$ cat src/rtl/idex_stage_reg_pkg.sv
// ---------------------------------------------------------------------------
// idex_pkg
// Shared definitions for the ID->EX pipeline stage register.
//   - default widths for the payload, control bundle and perf counters
//   - bit positions of each field inside the control bundle
//   - occupancy state encoding of the stage
// ---------------------------------------------------------------------------
package idex_pkg;

  // Default widths
  localparam int DEFAULT_DATA_W = 138;
  localparam int DEFAULT_CTRL_W = 16;
  localparam int DEFAULT_CNT_W  = 16;

  // Control bundle layout, LSB first
  localparam int CTRL_REGDST      = 0;
  localparam int CTRL_JUMP        = 1;
  localparam int CTRL_BRANCH      = 2;
  localparam int CTRL_MEMREAD     = 3;
  localparam int CTRL_MEMTOREG    = 4;
  localparam int CTRL_MEMWRITE    = 5;
  localparam int CTRL_ALUSRC      = 6;
  localparam int CTRL_REGWRITE    = 7;
  localparam int CTRL_ALUOP_LSB   = 8;
  localparam int CTRL_ALUOP_W     = 2;
  localparam int CTRL_OPCODE_LSB  = 10;
  localparam int CTRL_OPCODE_W    = 6;

  // Stage occupancy: TWO is only reachable when the skid entry exists
  typedef enum logic [1:0] {
    EMPTY = 2'd0,
    ONE   = 2'd1,
    TWO   = 2'd2
  } state_t;

endpackage

$ cat src/rtl/idex_stage_reg_sat_counter.sv
// ---------------------------------------------------------------------------
// sat_counter
// Saturating up-counter used for stage performance debug. Holds at all-ones
// instead of wrapping so a long stall never reads back as a small number.
// Ports:
//   clock   in   rising-edge clock
//   reset_n in   synchronous active-low reset, clears the count
//   inc     in   add one this cycle (ignored once saturated)
//   count   out  current count
// ---------------------------------------------------------------------------
module sat_counter #(
  parameter int CNT_W = 16
) (
  input  logic             clock,
  input  logic             reset_n,
  input  logic             inc,
  output logic [CNT_W-1:0] count
);

  // Count up until every bit is set, then hold
  always_ff @(posedge clock) begin
    if (!reset_n) begin
      count <= '0;
    end else if (inc && (count != {CNT_W{1'b1}})) begin
      count <= count + {{(CNT_W-1){1'b0}}, 1'b1};
    end
  end

endmodule

$ cat src/rtl/idex_stage_reg.sv
// ---------------------------------------------------------------------------
// idex_stage_reg
// ID->EX pipeline stage register with valid/ready handshake, optional skid
// entry, synchronous flush, bubble insertion and saturating perf counters.
// Ports:
//   clock      in   rising-edge clock
//   reset_n    in   synchronous active-low reset
//   in_valid   in   decode offers an instruction
//   in_ready   out  stage accepts this cycle (registered when SKID=1)
//   in_ctrl    in   control bundle from decode
//   in_data    in   payload from decode/register read
//   flush      in   drop every held entry and the beat offered this cycle
//   out_valid  out  an entry is presented to execute
//   out_ready  in   execute consumes this cycle
//   out_ctrl   out  held control bundle, zero whenever out_valid=0
//   out_data   out  held payload, keeps last value when out_valid=0
//   stall_cnt  out  cycles with out_valid=1 and out_ready=0 (saturating)
//   bubble_cnt out  cycles with out_valid=0 (saturating)
// ---------------------------------------------------------------------------
module idex_stage_reg
  import idex_pkg::*;
#(
  parameter int DATA_W = DEFAULT_DATA_W,
  parameter int CTRL_W = DEFAULT_CTRL_W,
  parameter int SKID   = 1,
  parameter int CNT_W  = DEFAULT_CNT_W
) (
  input  logic              clock,
  input  logic              reset_n,
  input  logic              in_valid,
  output logic              in_ready,
  input  logic [CTRL_W-1:0] in_ctrl,
  input  logic [DATA_W-1:0] in_data,
  input  logic              flush,
  output logic              out_valid,
  input  logic              out_ready,
  output logic [CTRL_W-1:0] out_ctrl,
  output logic [DATA_W-1:0] out_data,
  output logic [CNT_W-1:0]  stall_cnt,
  output logic [CNT_W-1:0]  bubble_cnt
);

  state_t            state;
  state_t            state_next;
  logic [CTRL_W-1:0] main_ctrl;
  logic [CTRL_W-1:0] main_ctrl_next;
  logic [DATA_W-1:0] main_data;
  logic [DATA_W-1:0] main_data_next;
  logic [CTRL_W-1:0] skid_ctrl;
  logic [CTRL_W-1:0] skid_ctrl_next;
  logic [DATA_W-1:0] skid_data;
  logic [DATA_W-1:0] skid_data_next;
  logic              in_ready_q;
  logic              in_xfer;
  logic              out_xfer;

  assign out_valid = (state != EMPTY);

  // With a skid entry, ready comes straight from a flop so upstream sees no
  // combinational path from out_ready; without it, ready is the classic
  // "consumer ready or stage empty".
  assign in_ready = (SKID != 0) ? in_ready_q : (out_ready | ~out_valid);

  assign in_xfer  = in_valid & in_ready;
  assign out_xfer = out_valid & out_ready;

  // Next-state and entry steering. Flush overrides everything, including a
  // beat offered in the same cycle. In ONE with only an input transfer the
  // new beat lands in skid; with SKID=0 that case cannot occur because
  // in_ready then requires out_ready while an entry is held.
  always_comb begin
    state_next     = state;
    main_ctrl_next = main_ctrl;
    main_data_next = main_data;
    skid_ctrl_next = skid_ctrl;
    skid_data_next = skid_data;

    if (flush) begin
      state_next = EMPTY;
    end else begin
      case (state)
        EMPTY: begin
          if (in_xfer) begin
            state_next     = ONE;
            main_ctrl_next = in_ctrl;
            main_data_next = in_data;
          end
        end
        ONE: begin
          if (in_xfer && out_xfer) begin
            main_ctrl_next = in_ctrl;
            main_data_next = in_data;
          end else if (in_xfer) begin
            state_next     = TWO;
            skid_ctrl_next = in_ctrl;
            skid_data_next = in_data;
          end else if (out_xfer) begin
            state_next = EMPTY;
          end
        end
        TWO: begin
          if (out_xfer) begin
            state_next     = ONE;
            main_ctrl_next = skid_ctrl;
            main_data_next = skid_data;
          end
        end
        default: begin
          state_next = EMPTY;
        end
      endcase
    end
  end

  // State and entry registers. in_ready_q looks ahead at the next state so it
  // drops exactly when the skid entry becomes occupied.
  always_ff @(posedge clock) begin
    if (!reset_n) begin
      state      <= EMPTY;
      main_ctrl  <= '0;
      main_data  <= '0;
      skid_ctrl  <= '0;
      skid_data  <= '0;
      in_ready_q <= 1'b1;
    end else begin
      state      <= state_next;
      main_ctrl  <= main_ctrl_next;
      main_data  <= main_data_next;
      skid_ctrl  <= skid_ctrl_next;
      skid_data  <= skid_data_next;
      in_ready_q <= (state_next != TWO);
    end
  end

  // Bubble: an empty stage presents an all-zero control bundle so nothing
  // downstream can write a register or memory, whatever main still holds.
  assign out_ctrl = out_valid ? main_ctrl : '0;
  assign out_data = main_data;

  sat_counter #(
    .CNT_W (CNT_W)
  ) u_stall_cnt (
    .clock   (clock),
    .reset_n (reset_n),
    .inc     (out_valid & ~out_ready),
    .count   (stall_cnt)
  );

  sat_counter #(
    .CNT_W (CNT_W)
  ) u_bubble_cnt (
    .clock   (clock),
    .reset_n (reset_n),
    .inc     (~out_valid),
    .count   (bubble_cnt)
  );

endmodule

$ cat config.mk
export PLATFORM = sky130hd
export DESIGN_NAME = idex_stage_reg
export DESIGN_NICKNAME = d
export VERILOG_FILES = /design/src/rtl/idex_stage_reg_pkg.sv /design/src/rtl/idex_stage_reg_sat_counter.sv /design/src/rtl/idex_stage_reg.sv
export SDC_FILE = /design/constraint.sdc
export NUM_CORES = 1
export LEC_CHECK = 0
export CORE_ASPECT_RATIO = 1.75
export CORE_MARGIN = 5
export CORE_UTILIZATION = 50
export DETAILED_ROUTE_END_ITERATION = 8
export PLACE_DENSITY = 0.82
export SLEW_MARGIN = 20
export SYNTH_ARGS = -nofsm -noshare
export SYNTH_HDL_FRONTEND = slang
export SYNTH_SLANG_ARGS = --single-unit
$ cat constraint.sdc
create_clock -name clock -period 3.72 [get_ports clock]
set_clock_uncertainty 0.15 [all_clocks]
set_input_delay 0.93 -clock clock [delete_from_list [all_inputs] [get_ports clock]]
set_output_delay 0.93 -clock clock [all_outputs]
set_load 0.03 [all_outputs]
### After elaboration in Yosys (flattened, before gate mapping)

Cells that the tools add are included.

| word-level totals | value |
|---|---|
| bits in registers | 343 |
| bits of input ports | 159 |
| output and inout port bits | 188 |

| operators by class | value |
|---|---|
| add/subtract/negate cells | 2 |
| equality and inequality tests | 8 |
| multiplexer cells | 16 |
| bitwise gates (word level) | 7 |
| reduce and logical (&&, ||, !) cells | 8 |

Operator list:

| operator | number |
|---|---|
| 138-bit 2-to-1 mux | 3 |
| 138-bit one-hot mux with 3 select lines | 1 |
| 16-bit 2-to-1 mux | 4 |
| 16-bit one-hot mux with 3 select lines | 1 |
| 16-bit by 1-bit adder with 16-bit output (second input constant) | 2 |
| 16-bit != test (second input constant) | 2 |
| 2-bit 2-to-1 mux | 6 |
| 2-bit != test (second input constant) | 4 |
| 2-bit one-hot mux with 3 select lines | 1 |
| 5-bit AND reduction | 1 |
| 1-bit NOT | 4 |
| 4-bit AND reduction | 1 |
| 1-bit bitwise AND | 3 |
| 1-bit logical AND | 3 |
| 3-bit nonzero test | 1 |
| 2-bit by 1-bit equality test with 1-bit output (second input constant) | 1 |
| 2-bit equality test (second input constant) | 1 |
| 2-bit zero test | 1 |
| 2-bit nonzero test | 1 |

### Longest topological paths before layout

Gate-level depths: netlist of run 1.

| depth | value |
|---|---|
| word-level depth | 8 |
| depth in mapped cells | 8 |
| depth with buffers taken out | 5 |

### By module

From an unflattened synthesis of run 1, not the netlist that was laid out.

| second synthesis, totals | value |
|---|---|
| cell total of the unflattened synthesis | 1584 |
| area, all modules | 14624.0 um2 |

By module, submodules not included:

| module | times used | cells each | area an instance (um2) |
|---|---|---|---|
| idex_stage_reg | 1 | 1390 | 12949.9 |
| sat_counter | 2 | 97 | 837.1 |

### Worst setup path before layout of run 1

No wires, ideal clock.

| timing | value |
|---|---|
| path type | input -> register |
| from | input out_ready |
| to | register u_stall_cnt.count[15] |
| setup time | 70 ps |
| arrival | 2311 ps |
| required time | 3500 ps |
| slack | 1189 ps |
| stages on the path | 5 |
| path through | o21bai_4 -> or4_1 -> buf_2 -> or4_1 -> a21oi_1 |

| between the ends | value |
|---|---|
| longest elaborated chain between the ends | 3 |

Ends and longest elaborated chain:

| what | RTL line | RTL |
|---|---|---|
| start, declared | idex_stage_reg.sv:36 | `input logic out_ready,` |
| 1-bit NOT | idex_stage_reg.sv:145 | `.inc (out_valid & ~out_ready),` |
| 1-bit bitwise AND | idex_stage_reg.sv:145 |  |
| 1-bit logical AND | idex_stage_reg_sat_counter.sv:24 | `end else if (inc && (count != {CNT_W{1'b1}})) begin` |
| end signal, assigned | idex_stage_reg_sat_counter.sv:25 | `count <= count + {{(CNT_W-1){1'b0}}, 1'b1};` |
| end, declared | idex_stage_reg_sat_counter.sv:17 | `output logic [CNT_W-1:0] count` |

No other way between the ends.
A chain may end at the register's enable or synchronous reset.

### Worst setup path after layout of run 1

| timing | value |
|---|---|
| from | register state[1] |
| to | output out_ctrl[12] |

| between the ends | value |
|---|---|
| longest elaborated chain between the ends | 2 |

Ends and longest elaborated chain:

| what | RTL line | RTL |
|---|---|---|
| start, declared | idex_stage_reg.sv:43 | `state_t state;` |
| start signal, assigned | idex_stage_reg.sv:126 | `state <= state_next;` |
| 2-bit nonzero test | idex_stage_reg.sv:57 | `assign out_valid = (state != EMPTY);` |
| 16-bit 2-to-1 mux | idex_stage_reg.sv:137 | `assign out_ctrl = out_valid ? main_ctrl : '0;` |
| end, declared | idex_stage_reg.sv:37 | `output logic [CTRL_W-1:0] out_ctrl,` |

No other way between the ends.

==> results of run 1 <==
## cells in the mapped netlist, types with 2 or more instances
| cell | number |
|---|---|
| nor2_1 | 8 |
| inv_1 | 5 |
| dfxtp_1 | 343 |
| a31oi_1 | 3 |
| or4_1 | 11 |
| buf_1 | 18 |
| and4_1 | 3 |
| ha_1 | 2 |
| o311a_1 | 154 |
| clkbuf_1 | 138 |
| a21oi_1 | 174 |
| and2_1 | 17 |
| nand2_1 | 793 |
| nor3_1 | 10 |
| o21ai_0 | 6 |
| or3_1 | 6 |
| o21bai_1 | 154 |
| and3_1 | 3 |
| nand3_1 | 9 |
| buf_2 | 22 |
| mux2i_1 | 8 |
| nand4_1 | 12 |
| nor2b_1 | 2 |
| o21a_1 | 2 |
| nand2b_1 | 9 |
| buf_4 | 2 |
| o31ai_1 | 9 |
| nor4_1 | 5 |
| o41ai_1 | 2 |
## stage by stage
stage	area (µm²)	std cells	worst slack (ns)
floorplan	15100	1949	1.19
global placement	18700	2522	0.542
detailed placement	18700	2522	0.520
CTS	19700	2580	0.195
global route	19700	2589	0.0991
finish	19700	2589	0.204
## worst min path at each step
stage	end	depth (start not counted)
2_1_floorplan	skid_ctrl[0]	2
3_3_place_gp	skid_ctrl[8]	2
3_5_place_dp	skid_data[80]	2
4_1_cts	skid_data[26]	2
5_1_grt	skid_data[101]	2
6_report	skid_data[108]	2
## per-layer routing
layer	routed length (µm)	vias up	GRT usage
met3	2830	122	0.0374
met2	24300	538	0.455
met1	17400	7062	0.307
met4	2400	0	0.148
met5	0	-	0
li1	-	7149	-
## cell type report
| class | instances | area (µm²) | area share |
|---|---|---|---|
| antenna | 9 | 22.5 | 0.00114 |
| clock buffer | 45 | 868 | 0.0440 |
| clock inverter | 11 | 134 | 0.00678 |
| inverter | 5 | 25.0 | 0.00127 |
| multi-input combinational | 1421 | 7570 | 0.383 |
| sequential | 343 | 6870 | 0.348 |
| tap | 387 | 484 | 0.0245 |
| timing repair buffer | 368 | 3770 | 0.191 |
## cells by family after synthesis
logic type / count (synthesis)
DFF: 343
buffers and inverters: 185
muxes: 8
adders and majority gates: 2
AOI/OAI and AO/OA: 513
xor gates and xnor gates: 1
and+or+nand+nor: 897
## power by group
group          switching [mW]  internal, mW  total [mW]  leakage [nW]
combinational           0.696         0.574        1.27          4.30
sequential             0.0917          3.81        3.90          2.79
clock                    1.38          1.82        3.21         0.497
total                    2.17          6.21        8.38          7.59
## registers in the layout, summed over array words and instances, names as in the netlist
| signal | flops |
|---|---|
| out_data | 138 |
| state | 2 |
| in_ready | 1 |
| skid_ctrl | 16 |
| main_ctrl | 16 |
| u_bubble_cnt.count | 16 |
| u_stall_cnt.count | 16 |
| skid_data | 138 |
## timing repair
item,in CTS,in global routing
hold buffers,0,0
setup endpoints to repair,16,0
resized for setup,1,0
buffers inserted,2,0
## worst max-delay path, cell delays in order, from the launching register on
cell and delay [ns]:
dfxtp_1 0.58, nor2_1 0.18, clkinvlp_4 0.11, buf_4 0.18
and2_1 0.15, clkdlybuf4s50_1 0.67
==> results.sh, run 1 <==
export IMPL_synth_top_family_by_area="compound AO/OA/AOI/OAI gates"
export IMPL_avgSynthCellArea_um2=7.77
export IMPL_finalCriticalPeriod_ns=3.52
export IMPL_synth_nets=2110
export IMPL_io_buffers=346
export IMPL_synth_seq_cells=343
export IMPL_synth_area_mm2=0.0151
export IMPL_r2r_start="u_bubble_cnt.count[0]"
export IMPL_cts_sinks=343
export IMPL_clk_pin_slew_ns=0.07
export IMPL_relSlewSlack=0.316
export IMPL_r2r_cells=5
export IMPL_io_pins=347
export IMPL_synth_mux_area_frac=0.00529
export IMPL_synth_xor_area_share=0.000579
export IMPL_nFillCells=2532
export IMPL_ys_types=48
export IMPL_cts_buffers=31
export IMPL_ant_nets=0
export IMPL_initial_core_util=0.505
export IMPL_hp_class="register to register"
export IMPL_startpoint_type="register"
export IMPL_clockBufferDepth=3
export IMPL_viasPerCell=5.74
export IMPL_grt_max_degree=177
export IMPL_grt_pass1_wl_mm=73.9
export IMPL_cts_max_level=1
export IMPL_drt_pass1_iter_count=5
export IMPL_drv_cap=0
export IMPL_hold_viol=0
export IMPL_globalRouteTotalUtil=0.262
export IMPL_fin_util=0.659
export IMPL_synthCells=1949
export IMPL_timing_final_max_slew_violations=0
export IMPL_post_route_cells_drive_above_1_share=0.0388
export IMPL_drc=0
export IMPL_layout_commonest_cell="nand2_1"
export IMPL_synth_edf_count=0
export IMPL_synth_compound_area_frac=0.252
export IMPL_dr_total_vias=14871
export IMPL_max_freq_ghz=0.284
export IMPL_grt_pass1_vias=14115
export IMPL_crit_end="out_ctrl[12]"
export IMPL_ys_async_sr_fraction=0
export IMPL_cts_tree="done"
export IMPL_ys_top_cells_by_area="dfxtp_1, nand2_1, o311a_1, o21bai_1, a21oi_1"
export IMPL_rows=84
export IMPL_synthSimpleGateAreaFrac=0.239
export IMPL_rsz0062_at_grt="false"
export IMPL_drt_iter0_markers=1073
export IMPL_endpoint_kind="primary output"
export IMPL_total_power_mw=8.38
export IMPL_yosys_warnings=0
export IMPL_fin_crit_sh=0.945
export IMPL_routed_wl_mm=46.9
export IMPL_synth_area_leader_cell="dfxtp_1"
export IMPL_r2r_end="u_bubble_cnt.count[14]"
export IMPL_nNetsFinal=2331
export IMPL_fp_dieH_um=240
export IMPL_worst_hold_slack_ns=0.302
export IMPL_place_congestion=0.826
export IMPL_final_cell_mix="nand2_1, clkdlybuf4s50_1, dfxtp_1"
export IMPL_p_leak_nw=7.59
export IMPL_critical_path_required_ns=2.64
export IMPL_dp_hpwl_mm=29.4
export IMPL_clock_latency_ns=0.56
export IMPL_criticalPathCategory="register to primary output"
export IMPL_tightest_slew_ns=1.03
export IMPL_worst_path_max_fanout=11
export IMPL_root_buffer="clkbuf_16"
export IMPL_hold_start="skid_data[108]"
export IMPL_die_w_um=142
export IMPL_setup_viol=0
export IMPL_synth_yosys_seq_area_share=0.454
export IMPL_wire_per_inst_um=18.1
export IMPL_synth_top_area_frac=0.454
export IMPL_rrSetupSlack_ns=1.43
export IMPL_outcome="finished clean"
export IMPL_powerDensity_mw_per_mm2=424
export IMPL_startpoint="state[1]"
export IMPL_crit_arrival_ns=2.44
export IMPL_syn2layout_area_growth_pct=30.4
export IMPL_grt_overflow_total=0
export IMPL_fin_tns_setup_ns=0
export IMPL_ir_drop_v=0.000390
export IMPL_yosys_most_used_dff="dfxtp_1"
export IMPL_grt_antenna_before_repair=9
export IMPL_dieArea_mm2=0.0340
export IMPL_yosys_area_share_adder=0.00165
export IMPL_core_mm2=0.0300
Power figures use the tool's default switching activity.
==> run 2, diff against run 1 <==
--- a/config.mk
+++ b/config.mk
@@ -5,7 +5,6 @@
 export SDC_FILE = /design/constraint.sdc
 export NUM_CORES = 1
 export LEC_CHECK = 0
-export CORE_ASPECT_RATIO = 1.75
 export CORE_MARGIN = 5
 export CORE_UTILIZATION = 50
 export DETAILED_ROUTE_END_ITERATION = 8
==> results.sh, run 2 (synthesized netlist as in run 1, its figures left out) <==
export IMPL_outcome="finished clean"
export IMPL_r2r_start="state[0]"
export IMPL_drv_cap=0
export IMPL_grt_antenna_before_repair=8
export IMPL_dr_total_vias=14866
export IMPL_setup_viol=0
export IMPL_fin_tns_setup_ns=0
export IMPL_drt_iter0_markers=1203
export IMPL_grt_pass1_vias=13951
export IMPL_place_ws_ns=0.469
export IMPL_endpoint_kind="primary output"
export IMPL_wire_per_inst_um=17.9
export IMPL_place_congestion=0.854
export IMPL_routed_wl_mm=46.4
export IMPL_startpoint="state[1]"
export IMPL_clockBufferDepth=3
export IMPL_final_cell_mix="nand2_1, clkdlybuf4s50_1, dfxtp_1"
export IMPL_total_power_mw=8.65
export IMPL_nNetsFinal=2335
export IMPL_drc=0
export IMPL_cts_sinks=343
export IMPL_grt_pass1_wl_mm=73.0
export IMPL_timing_final_ws_setup_ns=0.159
export IMPL_tightest_slew_ns=0.965
export IMPL_ir_drop_v=0.000439
export IMPL_crit_arrival_ns=2.48
export IMPL_relSlewSlack=0.351
export IMPL_layout_commonest_cell="nand2_1"
export IMPL_dp_hpwl_mm=28.9
export IMPL_root_buffer="clkbuf_16"
export IMPL_cts_hold_buf=0
export IMPL_cts_max_level=2
export IMPL_powerDensity_mw_per_mm2=434
export IMPL_startpoint_type="register"
export IMPL_io_buffers=346
export IMPL_grt_overflow_total=0
export IMPL_criticalPathCategory="register to primary output"
export IMPL_rows=63
export IMPL_hold_start="skid_data[108]"
export IMPL_max_freq_ghz=0.281
export IMPL_viasPerCell=5.73
export IMPL_dieArea_mm2=0.0339
export IMPL_initial_core_util=0.508
export IMPL_p_leak_nw=7.67
export IMPL_core_mm2=0.0298
export IMPL_clk_pin_slew_ns=0.06
export IMPL_fp_dieH_um=184
export IMPL_cts_tree="done"
export IMPL_syn2layout_area_growth_pct=31.6
export IMPL_timing_final_max_slew_violations=0
export IMPL_rsz0062_at_grt="false"
export IMPL_clock_latency_ns=0.51
export IMPL_post_route_cells_drive_above_1_share=0.0409
export IMPL_die_w_um=184
export IMPL_io_pins=347
export IMPL_fin_util=0.669
export IMPL_cts_buffers=37
export IMPL_drt_pass1_iter_count=5
export IMPL_globalRouteTotalUtil=0.257
export IMPL_hold_viol=0
export IMPL_grt_max_degree=205
export IMPL_worst_path_max_fanout=18
export IMPL_critical_path_required_ns=2.64
export IMPL_finalCriticalPeriod_ns=3.56
export IMPL_ant_nets=0
export IMPL_hp_class="register to register"
export IMPL_fin_crit_sh=0.957
## run 2: cell types whose count changed in the layout (fill, tap and decap cells not counted), moves of 2 or more
cell       delta
buf_4         -6
clkbuf_1      +2
bufinv_16     -3
diode_2       -3
buf_12        +4
clkbuf_16     +8
## run 2: area by class of cell
| type | instances | area [µm²] |
|---|---|---|
| diodes | 6 | 15.0 |
| clock buffers | 56 | 1090 |
| flip-flops and latches | 343 | 6870 |
| inverters | 5 | 27.5 |
| multi-input cells | 1421 | 7570 |
| well taps | 390 | 488 |
| clock inverters | 9 | 52.6 |
| fillers | 2455 | 9880 |
| repair buffers | 366 | 3810 |
## run 2: worst max-delay path, stage by stage, from the launching register on
cell and delay [ns]:
dfxtp_1 0.62, nor2_1 0.19, clkinvlp_4 0.13, buf_12 0.14, and2_1 0.18, clkdlybuf4s50_1 0.69
## run 2: repair_timing
action | 4_1_cts | 5_1_grt
setup buffers | 0 | 1
resized for setup | 1 | 0
pin swaps | 0 | 0
endpoints found under the setup margin | 9 | 16
## run 2: per-layer routing
layer | GRT usage | share of wire | vias to the layer above | wire length [µm]
met5 | 0 | 0.00054 | - | 25
met4 | 0.0796 | 0.026 | 4 | 1200
met3 | 0.0548 | 0.080 | 86 | 3710
met2 | 0.431 | 0.48 | 588 | 22500
met1 | 0.334 | 0.41 | 7038 | 19000
li1 | - | - | 7150 | -
## run 2: path summary, 6_finish.rpt
| path | to | slack (ns) | depth (start not counted) |
|---|---|---|---|
| worst max-delay path | out_ctrl[10] | 0.16 | 5 |
| worst min-delay path | skid_data[108] | 0.30 | 2 |
| worst max register to register | out_data[87] | 1.24 | 5 |
| worst min register to register | skid_data[108] | 0.30 | 2 |
## run 2: per-stage QoR
stage                     instance area [µm²]  hold slack [ns]  instances
after floorplan                         15100            0.287       1949
after global placement                  18700            0.291       2524
after detailed placement                18700            0.297       2524
after CTS                               19900            0.304       2589
after global routing                    19900            0.320       2596
final                                   19900            0.303       2596
## run 2: where the power goes
part | total, mW | switching [mW] | leakage [nW] | internal, mW
Sequential | 3.90 | 0.0875 | 2.79 | 3.81
Clock | 3.47 | 1.45 | 0.567 | 2.02
Combinational | 1.28 | 0.697 | 4.31 | 0.578
Total | 8.65 | 2.23 | 7.67 | 6.41
==> run 3, diff against run 2 <==
--- a/config.mk
+++ b/config.mk
@@ -6,9 +6,11 @@
 export NUM_CORES = 1
 export LEC_CHECK = 0
 export CORE_MARGIN = 5
-export CORE_UTILIZATION = 50
+export CORE_UTILIZATION = 54
+export CTS_CLUSTER_DIAMETER = 80
 export DETAILED_ROUTE_END_ITERATION = 8
-export PLACE_DENSITY = 0.82
+export GPL_TIMING_DRIVEN = 1
+export PLACE_DENSITY = 0.87
 export SLEW_MARGIN = 20
 export SYNTH_ARGS = -nofsm -noshare
 export SYNTH_HDL_FRONTEND = slang
==> results.sh, run 3 (synthesized netlist as in run 1, its figures left out) <==
export IMPL_tightest_slew_ns=1.14
export IMPL_endpoint_kind="primary output"
export IMPL_met3_usage=0.0754
export IMPL_worst_path_max_fanout=17
export IMPL_rsz0062_at_grt="false"
export IMPL_post_route_cells_drive_above_1_share=0.0488
export IMPL_dr_total_vias=15139
export IMPL_drt_pass1_iter_count=5
export IMPL_grtUsageMet1=0.346
export IMPL_register_area_mm2=0.00687
export IMPL_nFillCells=2065
export IMPL_dieArea_mm2=0.0315
export IMPL_startpoint="state[0]"
export IMPL_place_congestion=0.878
export IMPL_layout_commonest_cell="nand2_1"
export IMPL_grt_pass1_wl_mm=73.5
export IMPL_fin_crit_sh=0.940
export IMPL_drt_iter0_markers=1419
export IMPL_cts_max_level=2
export IMPL_clockBufferDepth=3
export IMPL_final_cell_mix="nand2_1, clkdlybuf4s50_1, dfxtp_1"
export IMPL_timing_final_max_slew_violations=0
export IMPL_fp_dieH_um=177
export IMPL_grt_max_degree=150
export IMPL_post_dp_cell_area_mm2=0.0188
export IMPL_setup_viol=0
export IMPL_clock_latency_ns=0.52
export IMPL_total_power_mw=8.80
export IMPL_max_freq_ghz=0.286
export IMPL_root_buffer="clkbuf_16"
export IMPL_multi_input_area_mm2=0.00758
export IMPL_core_mm2=0.0277
export IMPL_relSlewSlack=0.237
export IMPL_finalCriticalPeriod_ns=3.50
export IMPL_cts_tree="done"
export IMPL_wire_per_inst_um=18.0
export IMPL_globalRouteTotalUtil=0.281
export IMPL_rows=61
export IMPL_die_w_um=177
export IMPL_ant_nets=0
export IMPL_startpoint_type="register"
export IMPL_io_buffers=346
export IMPL_fin_tns_setup_ns=0
export IMPL_r2r_end="out_data[40]"
export IMPL_grt_antenna_before_repair=5
export IMPL_use_met2=0.465
export IMPL_p_leak_nw=7.73
export IMPL_worst_hold_slack_ns=0.304
export IMPL_drv_cap=0
export IMPL_outcome="finished clean"
export IMPL_final_area_mm2=0.0200
export IMPL_cts_sinks=343
export IMPL_hold_start="skid_ctrl[14]"
export IMPL_initial_core_util=0.546
export IMPL_grt_overflow_total=0
export IMPL_worstHoldEndpoint="skid_ctrl[14]"
export IMPL_io_pins=347
export IMPL_r2r_cells=6
export IMPL_routed_wl_mm=46.6
export IMPL_viasPerCell=5.84
export IMPL_hold_depth=2
export IMPL_nNetsFinal=2346
export IMPL_hold_viol=0
export IMPL_r2r_start="state[1]"
export IMPL_powerDensity_mw_per_mm2=440
export IMPL_criticalPathCategory="register to primary output"
export IMPL_grt_pass1_vias=14444
export IMPL_ir_drop_v=0.000384
export IMPL_hp_class="register to register"
export IMPL_crit_arrival_ns=2.42
export IMPL_critical_path_required_ns=2.64
export IMPL_rrSetupSlack_ns=1.27
export IMPL_clk_pin_slew_ns=0.06
export IMPL_drc=0
export IMPL_syn2layout_area_growth_pct=32.2
export IMPL_top_usage_layer="met2"
export IMPL_dp_hpwl_mm=29.2
export IMPL_cts_buffers=37
## run 3: where the power goes
group	switching [mW]	total (mW)	internal [mW]
Sequential	0.0868	3.90	3.81
Combinational	0.703	1.28	0.577
Clock	1.49	3.62	2.13
## run 3: layout make-up
cell class                      count  area share
Multi-Input combinational cell   1421       0.379
Sequential cell                   343       0.343
Timing Repair Buffer              377       0.193
Clock buffer                       54      0.0551
Tap cell                          378      0.0236
Clock inverter                     13     0.00507
Inverter                            5     0.00138
Antenna cell                        3    0.000375
## run 3: worst max path at each step
stage	to	slack (ns)	depth (start not counted)
CTS	out_ctrl[11]	0.02	4
floorplan	u_stall_cnt.count[15]	1.19	5
global route	out_ctrl[11]	0.14	5
detailed placement	u_stall_cnt.count[15]	0.56	5
finish	out_ctrl[11]	0.22	5
global placement	u_stall_cnt.count[15]	0.54	5
## run 3: layer usage
metal  wire length, µm  share of wire  up-vias
li1                  -              -     7204
met1             18100           0.39     7127
met2             22300           0.48      681
met3              4370          0.094      123
met4              1880          0.040        4
met5                20        0.00043        -
## run 3: critical path, cell delays in order (launching register included)
cell,delay [ns]
dfxtp_1,0.43
nor2_1,0.34
clkinvlp_4,0.20
buf_12,0.17
and2_1,0.16
clkdlybuf4s50_1,0.59
## run 3: what timing repair did
item                                    CTS  global route
buffers inserted                          0             1
hold buffers                              0             0
endpoints found under the setup margin    0            16
endpoints found under the hold margin     0             0
resized for setup                         0             1
## run 3: per-stage QoR
stage / util / instances / setup WS [ns]
3_5_place_dp: 0.677 / 2523 / 0.562
4_1_cts: 0.721 / 2590 / 0.0172
6_report: 0.722 / 2594 / 0.221
5_1_grt: 0.722 / 2594 / 0.138
3_3_place_gp: 0.677 / 2523 / 0.544
2_1_floorplan: - / 1949 / 1.19
